<file path="src/rtl/cp0_pkg.sv">
// CP0 register numbers, status/cause field positions and exception codes
// shared by the interrupt controller and anything decoding CP0 state.
package cp0_pkg;

  typedef enum logic [4:0] {
    REG_COUNT   = 5'd9,
    REG_COMPARE = 5'd11,
    REG_SR      = 5'd12,
    REG_CAUSE   = 5'd13,
    REG_EPC     = 5'd14,
    REG_PRID    = 5'd15
  } cp0_reg_e;

  localparam int SR_IE        = 0;
  localparam int SR_EXL       = 1;
  localparam int SR_IM_LO     = 8;
  localparam int CAUSE_EXC_LO = 2;
  localparam int CAUSE_IP_LO  = 8;
  localparam int CAUSE_TI     = 30;
  localparam int CAUSE_BD     = 31;

  localparam logic [4:0] EXC_INT = 5'd0;
  localparam logic [4:0] EXC_SYS = 5'd8;
  localparam logic [4:0] EXC_OV  = 5'd12;

  // Restart address: a faulting delay-slot instruction resumes at its branch.
  function automatic logic [31:0] epc_target(input logic [31:0] pc, input logic bd);
    return bd ? pc - 32'd4 : pc;
  endfunction

endpackage

</file>
<file path="src/rtl/cp0_irq_sync.sv">
// Two-flop synchroniser for one asynchronous interrupt line, plus a
// registered copy of the synced value for rising-edge detection.
module cp0_irq_sync (
  input  logic clk,
  input  logic reset,
  input  logic irq_async,
  output logic irq_level,
  output logic irq_rise
);

  logic meta_q, meta_d;
  logic sync_q, sync_d;
  logic prev_q, prev_d;

  always_comb begin
    meta_d = irq_async;
    sync_d = meta_q;
    prev_d = sync_q;
  end

  always_ff @(posedge clk) begin
    if (reset) begin
      meta_q <= 1'b0;
      sync_q <= 1'b0;
      prev_q <= 1'b0;
    end else begin
      meta_q <= meta_d;
      sync_q <= sync_d;
      prev_q <= prev_d;
    end
  end

  assign irq_level = sync_q;
  assign irq_rise  = sync_q & ~prev_q;

endmodule

</file>
<file path="src/rtl/cp0_intc.sv">
// CP0 for the MIPS microsystem: SR/Cause/EPC/PRId, optional Count/Compare
// timer and the hardware/software interrupt controller feeding the CPU.
module cp0_intc
  import cp0_pkg::*;
#(
  parameter int          NUM_HWINT = 6,
  parameter logic [5:0]  IRQ_EDGE  = 6'b000000,
  parameter bit          TIMER_EN  = 1'b0,
  parameter logic [31:0] PRID      = 32'h0018_0711
) (
  input  logic                 clk,
  input  logic                 reset,
  input  logic                 we,
  input  logic [4:0]           regaddr,
  input  logic [31:0]          datain,
  output logic [31:0]          dataout,
  input  logic                 exlset,
  input  logic                 exlclr,
  input  logic [4:0]           excode_in,
  input  logic                 bd_in,
  input  logic [31:0]          pcin,
  input  logic [NUM_HWINT-1:0] hwint,
  output logic                 intreq,
  output logic [2:0]           int_id,
  output logic [31:0]          epcout
);

  logic [5:0] hw_level, hw_rise;

  for (genvar i = 0; i < 6; i++) begin : g_line
    if (i < NUM_HWINT) begin : g_sync
      cp0_irq_sync u_sync (
        .clk       (clk),
        .reset     (reset),
        .irq_async (hwint[i]),
        .irq_level (hw_level[i]),
        .irq_rise  (hw_rise[i])
      );
    end else begin : g_tie
      assign hw_level[i] = 1'b0;
      assign hw_rise[i]  = 1'b0;
    end
  end

  logic [7:0]  im_q, im_d;
  logic        exl_q, exl_d;
  logic        ie_q, ie_d;
  logic        bd_q, bd_d;
  logic        ti_q, ti_d;
  logic [1:0]  sw_ip_q, sw_ip_d;
  logic [5:0]  hw_ip_q, hw_ip_d;
  logic [4:0]  exccode_q, exccode_d;
  logic [31:0] epc_q, epc_d;
  logic [31:0] count_q, count_d;
  logic [31:0] compare_q, compare_d;

  logic wr_sr, wr_cause, wr_epc, wr_count, wr_compare;
  logic [7:0] ip, pend;

  always_comb begin
    wr_sr      = we && (regaddr == REG_SR);
    wr_cause   = we && (regaddr == REG_CAUSE);
    wr_epc     = we && (regaddr == REG_EPC);
    wr_count   = we && (regaddr == REG_COUNT);
    wr_compare = we && (regaddr == REG_COMPARE);
  end

  // Hardware IP bits: level lines follow the synchroniser, edge lines are
  // sticky until written-1-to-clear, with a new edge beating the clear.
  always_comb begin
    hw_ip_d = '0;
    for (int i = 0; i < 6; i++) begin
      if (i >= NUM_HWINT || (TIMER_EN && i == 5)) begin
        hw_ip_d[i] = 1'b0;
      end else if (IRQ_EDGE[i]) begin
        hw_ip_d[i] = (hw_ip_q[i] & ~(wr_cause & datain[CAUSE_IP_LO+2+i])) | hw_rise[i];
      end else begin
        hw_ip_d[i] = hw_level[i];
      end
    end
  end

  always_comb begin
    im_d      = im_q;
    ie_d      = ie_q;
    exl_d     = exl_q;
    sw_ip_d   = sw_ip_q;
    epc_d     = epc_q;
    bd_d      = bd_q;
    exccode_d = exccode_q;
    if (wr_sr) begin
      im_d  = datain[SR_IM_LO +: 8];
      ie_d  = datain[SR_IE];
      exl_d = datain[SR_EXL];
    end
    if (wr_cause) sw_ip_d = datain[CAUSE_IP_LO +: 2];
    if (wr_epc)   epc_d   = datain;
    if (exlclr)   exl_d   = 1'b0;
    // Exception entry overrides any same-cycle mtc0 to EXL/EPC; a nested
    // entry keeps the outer restart point.
    if (exlset) begin
      exl_d     = 1'b1;
      exccode_d = excode_in;
      if (!exl_q) begin
        epc_d = epc_target(pcin, bd_in);
        bd_d  = bd_in;
      end
    end
  end

  always_comb begin
    count_d   = '0;
    compare_d = '0;
    ti_d      = 1'b0;
    if (TIMER_EN) begin
      count_d   = wr_count ? datain : count_q + 32'd1;
      compare_d = wr_compare ? datain : compare_q;
      ti_d      = wr_compare ? 1'b0 : (ti_q | (count_q == compare_q));
    end
  end

  always_ff @(posedge clk) begin
    if (reset) begin
      im_q      <= '0;
      ie_q      <= 1'b0;
      exl_q     <= 1'b0;
      bd_q      <= 1'b0;
      ti_q      <= 1'b0;
      sw_ip_q   <= '0;
      hw_ip_q   <= '0;
      exccode_q <= '0;
      epc_q     <= '0;
      count_q   <= '0;
      compare_q <= '0;
    end else begin
      im_q      <= im_d;
      ie_q      <= ie_d;
      exl_q     <= exl_d;
      bd_q      <= bd_d;
      ti_q      <= ti_d;
      sw_ip_q   <= sw_ip_d;
      hw_ip_q   <= hw_ip_d;
      exccode_q <= exccode_d;
      epc_q     <= epc_d;
      count_q   <= count_d;
      compare_q <= compare_d;
    end
  end

  always_comb begin
    ip = {hw_ip_q, sw_ip_q};
    if (TIMER_EN) ip[7] = ti_q;
    pend = ip & im_q;
  end

  always_comb begin
    intreq = (|pend) & ie_q & ~exl_q;
    int_id = 3'd0;
    if (intreq) begin
      for (int i = 0; i < 8; i++) begin
        if (pend[i]) int_id = 3'(i);
      end
    end
  end

  always_comb begin
    dataout = '0;
    case (regaddr)
      REG_COUNT:   dataout = count_q;
      REG_COMPARE: dataout = compare_q;
      REG_SR:      dataout = {16'b0, im_q, 6'b0, exl_q, ie_q};
      REG_CAUSE:   dataout = {bd_q, ti_q & TIMER_EN, 14'b0, ip, 1'b0, exccode_q, 2'b0};
      REG_EPC:     dataout = epc_q;
      REG_PRID:    dataout = PRID;
      default:     dataout = '0;
    endcase
  end

  assign epcout = epc_q;

  logic unused_hw;
  assign unused_hw = ^{hw_level, hw_rise};

endmodule

</file>
<file path="config.mk">
export PLATFORM = sky130hd
export DESIGN_NAME = cp0_intc
export DESIGN_NICKNAME = d
export VERILOG_FILES = /design/src/rtl/cp0_pkg.sv /design/src/rtl/cp0_irq_sync.sv /design/src/rtl/cp0_intc.sv
export SDC_FILE = /design/constraint.sdc
export NUM_CORES = 1
export LEC_CHECK = 0
export CAP_MARGIN = 10
export CORE_MARGIN = 4
export CORE_UTILIZATION = 43
export DETAILED_ROUTE_END_ITERATION = 12
export PLACE_DENSITY = 0.81
export SLEW_MARGIN = 40
export SYNTH_ARGS = -nofsm -noshare
export SYNTH_HDL_FRONTEND = slang
export SYNTH_SLANG_ARGS = --single-unit
export TNS_END_PERCENT = 100
</file>
<file path="constraint.sdc">
create_clock -name clk -period 3.1 [get_ports clk]
set_clock_uncertainty 0.05 [all_clocks]
set_input_delay 0.775 -clock clk [delete_from_list [all_inputs] [get_ports clk]]
set_output_delay 0.775 -clock clk [all_outputs]
set_load 0.1 [all_outputs]
</file>
==> impl_metrics.py, run 1 <==
metrics = {
    "critical_path": {
        "required_ns": 2.27,
        "arrival_ns": 2.18,
        "path_class": "primary input to primary output",
        "r2r_slack_ns": 1.44,
        "worstRegToRegCells": 4,
        "crit_path_start_kind": "primary input",
        "rr_endpoint": "epcout[23]",
        "cp_max_fo": 26,
        "rr_startpoint": "exl_q",
        "cp-end-kind": "primary output",
    },
    "synthesis": {
        "syn_area_per_cell_um2": 8.41,
        "ys_warn_count": 0,
        "syn-cell-area_mm2": 0.00368,
        "synth_top_area_share_pct": 37.0,
        "synth_cells": 437,
        "synth_largest_area_cell": "dfxtp_1",
        "synth_cell_types": 46,
        "synth_ff_type": "dfxtp_1",
        "synthTopCellsByCount": "68 x dfxtp_1, 44 x nor2_1, 42 x a211oi_1, 35 x nor2b_1, 34 x mux2i_1",
        "synth.area.top_cells": "dfxtp_1 37%, mux2i_1 9.3%, a211oi_1 8.6%",
        "syn_nets": 524,
        "yosysMostFrequentCell": "dfxtp_1",
        "ys_async_sr_fraction_pct": 0,
        "synth_seq_cells": 68,
        "yosysSeqAreaShare_pct": 37.0,
        "synth_edf_count": 0,
    },
    "global_route": {
        "grt_max_degree": 42,
        "grt_overflow": 0,
        "first_global_vias": 4160,
        "antenna_found_initial": 0,
        "grt_pass1_wl_um": 20600,
        "grt_use_total_pct": 25.9,
    },
    "routing": {
        "via_per_inst": 5.55,
        "via_count": 4025,
        "drc": 0,
        "routed_wl_um": 13000,
        "drt_iter0_markers": 149,
        "wl_per_cell_um": 17.9,
        "antenna_left": 0,
        "drtPass1Iterations": 5,
    },
    "outcome": {
        "outcome": "completed",
    },
    "power_and_ir_drop": {
        "p_total_mw": 2.45,
        "swShare_pct": 36.1,
        "p_leak_nw": 2.47,
        "comb_power_share_pct": 29.1,
        "p_clk_share_pct": 31.8,
        "p_seq_share_pct": 39.1,
        "p_int_mw": 1.57,
        "power.density_mw_per_mm2": 391,
        "ir_drop_mv": 0.411,
        "power.switching_uw": 885,
    },
    "cts": {
        "cts_tree": "built",
        "htreeDepth": 3,
        "cts_made_buffers": 9,
        "cts_hold_buf": 0,
        "cts_buffer_depth": 2,
        "clkLatencyLatePin_ns": 0.35,
        "cts_sinks": 68,
        "clockRootBuffer": "clkbuf_8",
        "clk_pin_slew_worst_paths_ns": 0.08,
    },
    "timing": {
        "grt_setup_unrepaired": "false",
        "setup_viol": 0,
        "max_slew_margin_pct": 44.0,
        "worst_pin_slew_ns": 0.841,
        "final_max_slew_viol_count": 0,
        "fmax_ghz": 0.333,
        "finalCriticalPeriod_ns": 3.00,
        "hold_viol": 0,
        "period_share_pct": 96.8,
    },
    "floorplan": {
        "dieWidth_um": 100,
        "die_y_um": 100,
        "die_area_mm2": 0.0101,
        "fp.coreArea_mm2": 0.00826,
        "initial_utilization_pct": 44.5,
        "io_pins": 154,
        "num_rows": 33,
    },
    "hold_path": {
        "hp-start": "g_line[4].g_sync.u_sync.irq_level",
        "hp-class": "flop to flop",
        "hold-path-endpoint": "hw_ip_q[4]",
        "holdPathStages": 1,
    },
    "final_layout": {
        "drive_gt1_share_pct": 29.4,
        "syn_to_final_growth_pct": 70.6,
        "final_area_mm2": 0.00627,
        "fill_cells": 569,
        "num_antenna_cells": 0,
        "nets": 702,
    },
    "place": {
        "io_buffers": 153,
        "dpl_cell_area_mm2": 0.00598,
        "hpwl_um": 9750,
        "globalplace.congestion": 0.883,
    },
    "run": {
        "max-cap-violations": 0,
    },
}
-- layer usage --
metal	wire length [um]	share of wire, %	GRT usage (%)	up-vias
li1	-	-	-	1929
met2	6300	48	43.4	161
met3	837	6.4	6.64	33
met1	5440	42	31.2	1902
met4	416	3.2	11.4	0
met5	0	0	0	-
-- kinds of logic (layout without fill, tap and decap cells) --
family	Yosys count	count (layout)	synth area share, %
simple gates	175	175	25.9
compound gates	94	94	17.3
flops	68	68	37.0
buf+inv	40	223	4.22
mux	35	35	9.56
xor+xnor	24	24	5.72
fa+ha+maj	1	1	0.340
-- power groups by stage --
stage	Sequential, mW	Combinational, mW	Clock [mW]
2_1_floorplan	1.21	0.195	0
3_3_place_gp	0.977	0.694	0
3_5_place_dp	0.978	0.706	0
4_1_cts	0.959	0.714	0.789
5_1_grt	0.966	0.749	0.834
6_report	0.960	0.715	0.779
-- stage by stage --
stage | hold slack, ns | instances | setup slack, ns | setup TNS [ns] | util [%]
finish | 0.388 | 725 | 0.0997 | 0 | 76.0
global route | 0.415 | 725 | 0.0337 | 0 | 76.0
detailed placement | 0.373 | 705 | -0.173 | -2.52 | 72.4
floorplan | 0.364 | 437 | -0.150 | -0.304 | -
CTS | 0.396 | 725 | 0.0460 | 0 | 75.9
global placement | 0.368 | 705 | -0.138 | -1.28 | 72.4
-- worst max-delay path by stage --
stage	from	endpoint	depth (start not counted)
final	regaddr[1]	dataout[31]	5
after global routing	regaddr[1]	dataout[8]	6
after CTS	regaddr[1]	dataout[31]	5
after detailed placement	pcin[24]	epcout[31]	6
after global placement	pcin[24]	epcout[31]	6
after floorplan	regaddr[0]	dataout[1]	4
-- cell type report --
class / count / area, um^2 / area share (%)
Inverter: 5 / 18.8 / 0.299
Timing Repair Buffer: 202 / 2200 / 35.0
Sequential cell: 68 / 1360 / 21.7
Clock buffer: 9 / 124 / 1.97
Multi-Input combinational cell: 329 / 2360 / 37.6
Tap cell: 105 / 131 / 2.09
Clock inverter: 7 / 82.6 / 1.32
-- registers in the layout (all words and copies together), names as in the netlist --
register and cells:
g_line.g_sync.u_sync.meta_q 6, ie_q 1, bd_q 1, hw_ip_q 6
epcout 32, exccode_q 5, sw_ip_q 2, exl_q 1
g_line.g_sync.u_sync.irq_level 6, im_q 8
-- what timing repair did --
action / in CTS / in global routing
endpoints found under the setup margin: 31 / 1
buffers inserted: 3 / 0
pin swaps: 3 / 0
cloned: 1 / 0
gates resized for setup: 13 / 1
-- critical path, stage by stage --
cell	delay [ns]
clkdlybuf4s50_1	0.60
buf_6	0.26
nand3_1	0.16
o21ai_2	0.14
buf_12	0.21
-- layout by cell type (no fill, tap or decap), types with 9 or more instances in the layout --
| cell | synthesis | layout |
|---|---|---|
| clkdlybuf4s50_1 | 0 | 80 |
| buf_4 | 0 | 78 |
| dfxtp_1 | 68 | 68 |
| a211oi_1 | 42 | 42 |
| nor2_1 | 44 | 41 |
| buf_12 | 0 | 36 |
| mux2i_1 | 34 | 34 |
| nor2b_1 | 35 | 33 |
| nand2_1 | 22 | 22 |
| a21oi_1 | 15 | 15 |
| xnor2_1 | 13 | 13 |
| and3_2 | 0 | 12 |
| nand3_1 | 11 | 11 |
| xor2_1 | 11 | 11 |
| nor3_1 | 11 | 11 |
| clkbuf_8 | 0 | 9 |
No activity file was read; power rests on OpenSTA's default activity.
==> run 2, diff against run 1 <==
- SLEW_MARGIN: 40 -> 10
==> results of run 2 <==
The final DEF is identical to that of run 1; final timing and power are the same.
==> RTL change 1, RTL diff (flow settings as in run 1) <==
Change the parameter `TIMER_EN` from 1'b0 to 1'b1.
--- a/src/rtl/cp0_intc.sv
+++ b/src/rtl/cp0_intc.sv
@@ -6,5 +6,5 @@
   parameter int          NUM_HWINT = 6,
   parameter logic [5:0]  IRQ_EDGE  = 6'b000000,
-  parameter bit          TIMER_EN  = 1'b0,
+  parameter bit          TIMER_EN  = 1'b1,
   parameter logic [31:0] PRID      = 32'h0018_0711
 ) (
Formal check against the unedited RTL: not equivalent (a bounded check fails within 4 cycles, from zero or initial values and one cycle with reset high).
==> RTL change 1 against run 1 <==
  * Synthesized area rose by 91%
  * Synthesized cell count grew 97%
  * Routed wire length is 88% higher
  * Sequential cell count up 62
  * Hold slack better by 0.0024 ns
  * Global-route usage increased by 0.094 points
  * Power is 88% higher
  * Non-clock buffer count up 30
  * First-iteration DRC count rose to 6.6 times the old value
  * Count of clock-buffer cells in the layout is 13 higher
  * Final area rose by 62%
  * Worst setup slack worse by 0.0047 ns
  * Maximum frequency fell by 0.16%
  * Critical path depth grew 3
==> RTL change 1: results (changes against run 1) <==
slowest_delay_ns: 0.42  # -0.18 ns
grt_pass1_wl_microns: 37500  # +82%
slowest_stage: "a222oi_1"
hold_slack_ns: 0.390  # +0.00239 ns
drive_above_1_share_pct: 22.5  # -6.9 points
clk_pin_slew_ns: 0.05  # -0.03 ns
antenna_found_initial: 0  # unchanged
ant_nets: 0  # unchanged
clock_latency_ns: 0.42  # +0.07 ns
yosys_most_used_dff: "dfxtp_1"
relSlewSlack_pct: 51.2  # +7.3 points
num-nets-final: 1129  # +61%
cts_root_buf: "clkbuf_16"
status: "completed"
io_buffers: 152  # -0.65%
drt_wl_total_microns: 24400  # +88%
grt_use_total_pct: 26.0  # +0.094 points
hp-class: "register to register"
peakVddDrop_v: 0.000383  # -6.8%
cts_made_buffers: 17  # +8
dpl.hpwl_microns: 17400  # +78%
regToRegSetupSlack_ns: 0.88  # -0.56 ns
diodes: 0  # unchanged
synth_compound_area_share_pct: 17.8  # +0.53 points
yosys-top-cells-area: "dfxtp_1 37%, xnor2_1 6.7%, nand2_1 6.3%, a211oi_1 4.9%, mux2i_1 4.9%"
synthAdderAreaFrac_pct: 0.357  # +0.017 points
drtIter0Drc: 982  # +560%
synthTopCellsByCount: "130 x dfxtp_1, 117 x nand2_1, 69 x nor2_1, 63 x clkbuf_1, 61 x a21oi_1"
first_pass_iters: 9  # +4
num-fill-cells: 1268  # +120%
place_congestion: 0.926  # +4.9%
async_reset_ff_share_pct: 0  # unchanged
first_global_vias: 7083  # +70%
synth_fp_nets: 947  # +81%
place_area_sq_um: 9530  # +59%
synth_cell_type_count: 47  # +2.2%
synth.area.mux_share_pct: 5.66  # -3.9 points
grt_max_degree: 54  # +29%
area_growth_pct: 45.2
cts.path.max_buffers: 2  # unchanged
swShare_pct: 29.0  # -7.1 points
viasPerCell: 5.88  # +6.0%
worstPathMaxFanout: 3  # -88%
h-tree-depth: 4  # +1
ys_seq_area_share_pct: 37.1  # +0.10 points
cellLeakagePower_nw: 3.79  # +53%
synthXorXnorAreaFrac_pct: 11.1  # +5.4 points
cp.arrival_ns: 2.18  # about the same
critPathTopFamily: "buffers and inverters"
ys_warn_count: 0  # unchanged
RTL change 1: timing repair:
item | 4_1_cts | 5_1_grt
gates resized for setup | 11 | 15
gates cloned | 1 | 1
endpoints found under the hold margin | 0 | 0
setup endpoints to repair | 32 | 32
pin swaps | 5 | 8
buffers inserted | 0 | 1
RTL change 1: power groups by stage:
| stage | combinational (mW) | clock [mW] | sequential [mW] |
|---|---|---|---|
| after CTS | 0.822 | 1.98 | 1.80 |
| final | 0.827 | 1.98 | 1.80 |
| after floorplan | 0.250 | 0 | 2.05 |
| after detailed placement | 0.815 | 0 | 1.83 |
| after global placement | 0.808 | 0 | 1.83 |
| after global routing | 0.864 | 2.05 | 1.81 |
RTL change 1: cell families (layout without fill, tap and decap cells):
logic type / after synthesis / after routing
adders and majority gates: 2 / 2
and+or+nand+nor: 333 / 333
buffers and inverters: 87 / 282
muxes: 39 / 39
AOI/OAI and AO/OA: 179 / 179
DFF: 130 / 130
xor gates and xnor gates: 89 / 89
RTL change 1: final timing paths:
path,startpoint,end,depth (start not counted)
worst max register to register,count_q[2]$_SDFF_PP0_,count_q[17]$_SDFF_PP0_,6
worst max-delay path,regaddr[4],dataout[15],8
worst min-delay path,g_line[3].g_sync.u_sync.meta_q$_SDFF_PP0_,g_line[3].g_sync.u_sync.irq_level$_SDFF_PP0_,1
worst min register to register,g_line[3].g_sync.u_sync.meta_q$_SDFF_PP0_,g_line[3].g_sync.u_sync.irq_level$_SDFF_PP0_,1
RTL change 1: cell type report:
| type | count | share of cell area (%) |
|---|---|---|
| inverter | 18 | 0.664 |
| multi-input combinational | 642 | 41.3 |
| timing repair buffer | 232 | 24.1 |
| tap | 216 | 2.65 |
| clock inverter | 10 | 1.06 |
| clock buffer | 22 | 4.66 |
| sequential | 130 | 25.6 |
RTL change 1: routing by layer:
metal | global-route usage, % | wire length (microns) | part of all wire (%) | vias up
met1 | 33.3 | 9720 | 40 | 3505
li1 | - | - | - | 3443
met5 | 0 | 0 | 0 | -
met2 | 43.1 | 11500 | 47 | 452
met3 | 5.31 | 2470 | 10 | 71
met4 | 9.74 | 697 | 2.9 | 0
RTL change 1: per-stage QoR:
stage	std cells	worst slack (ns)
2_1_floorplan	859	-0.207
3_3_place_gp	1235	-0.248
3_5_place_dp	1235	-0.252
4_1_cts	1268	0.000558
5_1_grt	1270	-0.0123
6_report	1270	0.0950
==> RTL change 2, RTL diff (config.mk and constraints of run 1) <==
Made on the original files. Register the input `pcin` before use, cleared by the reset. The logic sees it one clock later. The other inputs are not delayed to match.
--- a/src/rtl/cp0_intc.sv
+++ b/src/rtl/cp0_intc.sv
@@ -25,4 +25,14 @@
   output logic [31:0]          epcout
 );
+
+  logic [31:0] pcin_q;
+
+  always_ff @(posedge clk) begin
+    if (reset) begin
+      pcin_q <= '0;
+    end else begin
+      pcin_q <= pcin;
+    end
+  end
 
   logic [5:0] hw_level, hw_rise;
@@ -103,5 +113,5 @@
       exccode_d = excode_in;
       if (!exl_q) begin
-        epc_d = epc_target(pcin, bd_in);
+        epc_d = epc_target(pcin_q, bd_in);
         bd_d  = bd_in;
       end
Function: changed (a bounded check fails within 4 cycles, from zero or initial values and one cycle with reset high).
==> RTL change 2 against run 1 <==
  * Global-route usage fell by 3.5 points
  * Worst setup slack gained 0.031 ns
  * Combinational power up 0.6%
  * First-iteration DRC count increased by 64%
  * Count of clock-buffer cells in the layout up 1
  * Routed wire length grew 8.9%
  * Register-to-register slack got worse by 0.67 ns
  * Power rose by 23%
  * Synthesized area rose by 26%
  * Final area increased by 11%
  * Sequential cell count increased by 32
==> RTL change 2: results (changes against run 1) <==
met3_length_microns: 961  # +15%
power_frac_seq_pct: 47.0  # +7.9 points
die-area_sq_um: 12500  # +24%
met1_usage_pct: 26.4  # -4.7 points
yosys-top-cells-area: "dfxtp_1 43%, nor2b_1 7.2%, nand2_1 4.9%, mux2i_1 3.7%, nor2_1 3.6%"
grt_max_degree: 45  # +7.1%
synthXorXnorAreaFrac_pct: 4.35  # -1.4 points
clk-power_mw: 0.885  # +14%
critPathLaunch: "regaddr[0]"
cellLeakagePower_nw: 2.77  # +12%
worstPathMaxFanout: 8  # -69%
dr_wl_met2_microns: 7100  # +13%
viasPerCell: 5.45  # -1.8%
r2r-start: "pcin_q[2]$_SDFF_PP0_"
p_switching_mw: 0.996  # +13%
clk_pin_slew_ns: 0.10  # +0.02 ns
drt_wl_total_microns: 14100  # +8.9%
peakVddDrop_v: 0.000272  # -34%
min_from: "g_line[3].g_sync.u_sync.meta_q$_SDFF_PP0_"
fin_cells: 828  # +14%
reg2reg_depth: 7  # +3
synthAdderAreaFrac_pct: 0.270  # -0.070 points
synthTopCellsByCount: "100 x dfxtp_1, 61 x nand2_1, 53 x nor2b_1, 44 x nor2_1, 29 x nor3_1"
crit_path_end: "dataout[9]"
syn_avg_cell_area_sq_um: 8.55  # +1.6%
first_pass_iters: 7  # +2
clock_latency_ns: 0.38  # +0.03 ns
place_area_sq_um: 6730  # +13%
regToRegSetupSlack_ns: 0.77  # -0.67 ns
place_ws_ns: -0.140  # +0.0324 ns
num-nets-final: 774  # +10%
synth_fp_nets: 628  # +20%
dp.cells: 812  # +15%
cp.arrival_ns: 2.14  # -0.04 ns
total_power_mw: 3.02  # +23%
r2r-end: "epcout[26]$_SDFF_PP0_"
drtIter0Drc: 245  # +64%
grt_use_total_pct: 22.4  # -3.5 points
first_global_vias: 4455  # +7.1%
max_freq_mhz: 337  # +1.0%
gr-usage-met3_pct: 4.95  # -1.7 points
hold_end: "g_line[3].g_sync.u_sync.irq_level$_SDFF_PP0_"
hold_slack_ns: 0.384  # -0.00359 ns
dpl.hpwl_microns: 10900  # +12%
synth.area.mux_share_pct: 3.92  # -5.6 points
met1_length_microns: 5530  # +1.7%
ys_seq_area_share_pct: 43.3  # +6.3 points
grtUsageMet2_pct: 38.8  # -4.6 points
postCtsSetupRepairBufs: 0  # -3
status: "completed"
[RTL change 2: cell count changes after synthesis, moves of 15 or more]
cell      before  now
mux2i_1       34   17
nor3_1        11   29
nand2_1       22   61
a211oi_1      42    0
nor2b_1       35   53
a311oi_1       0   15
dfxtp_1       68  100
[RTL change 2: timing repair]
action,4_1_cts,5_1_grt
gates resized for setup,17,0
setup endpoints to repair,26,0
hold endpoints to repair,0,0
[RTL change 2: worst max-delay path, cell delays in order]
cell and delay (ns):
dlygate4sd2_1 0.26, nor4bb_4 0.35, buf_6 0.19, buf_6 0.12
a21oi_2 0.08, o21ai_4 0.17, buf_12 0.19
[RTL change 2: area by class of cell]
type,instances,area (sq um)
clock buffer,10,138
clock inverter,6,76.3
fill,826,3430
inverter,5,18.8
multi-input combinational,395,2600
sequential,100,2000
tap,136,170
timing repair buffer,176,1980
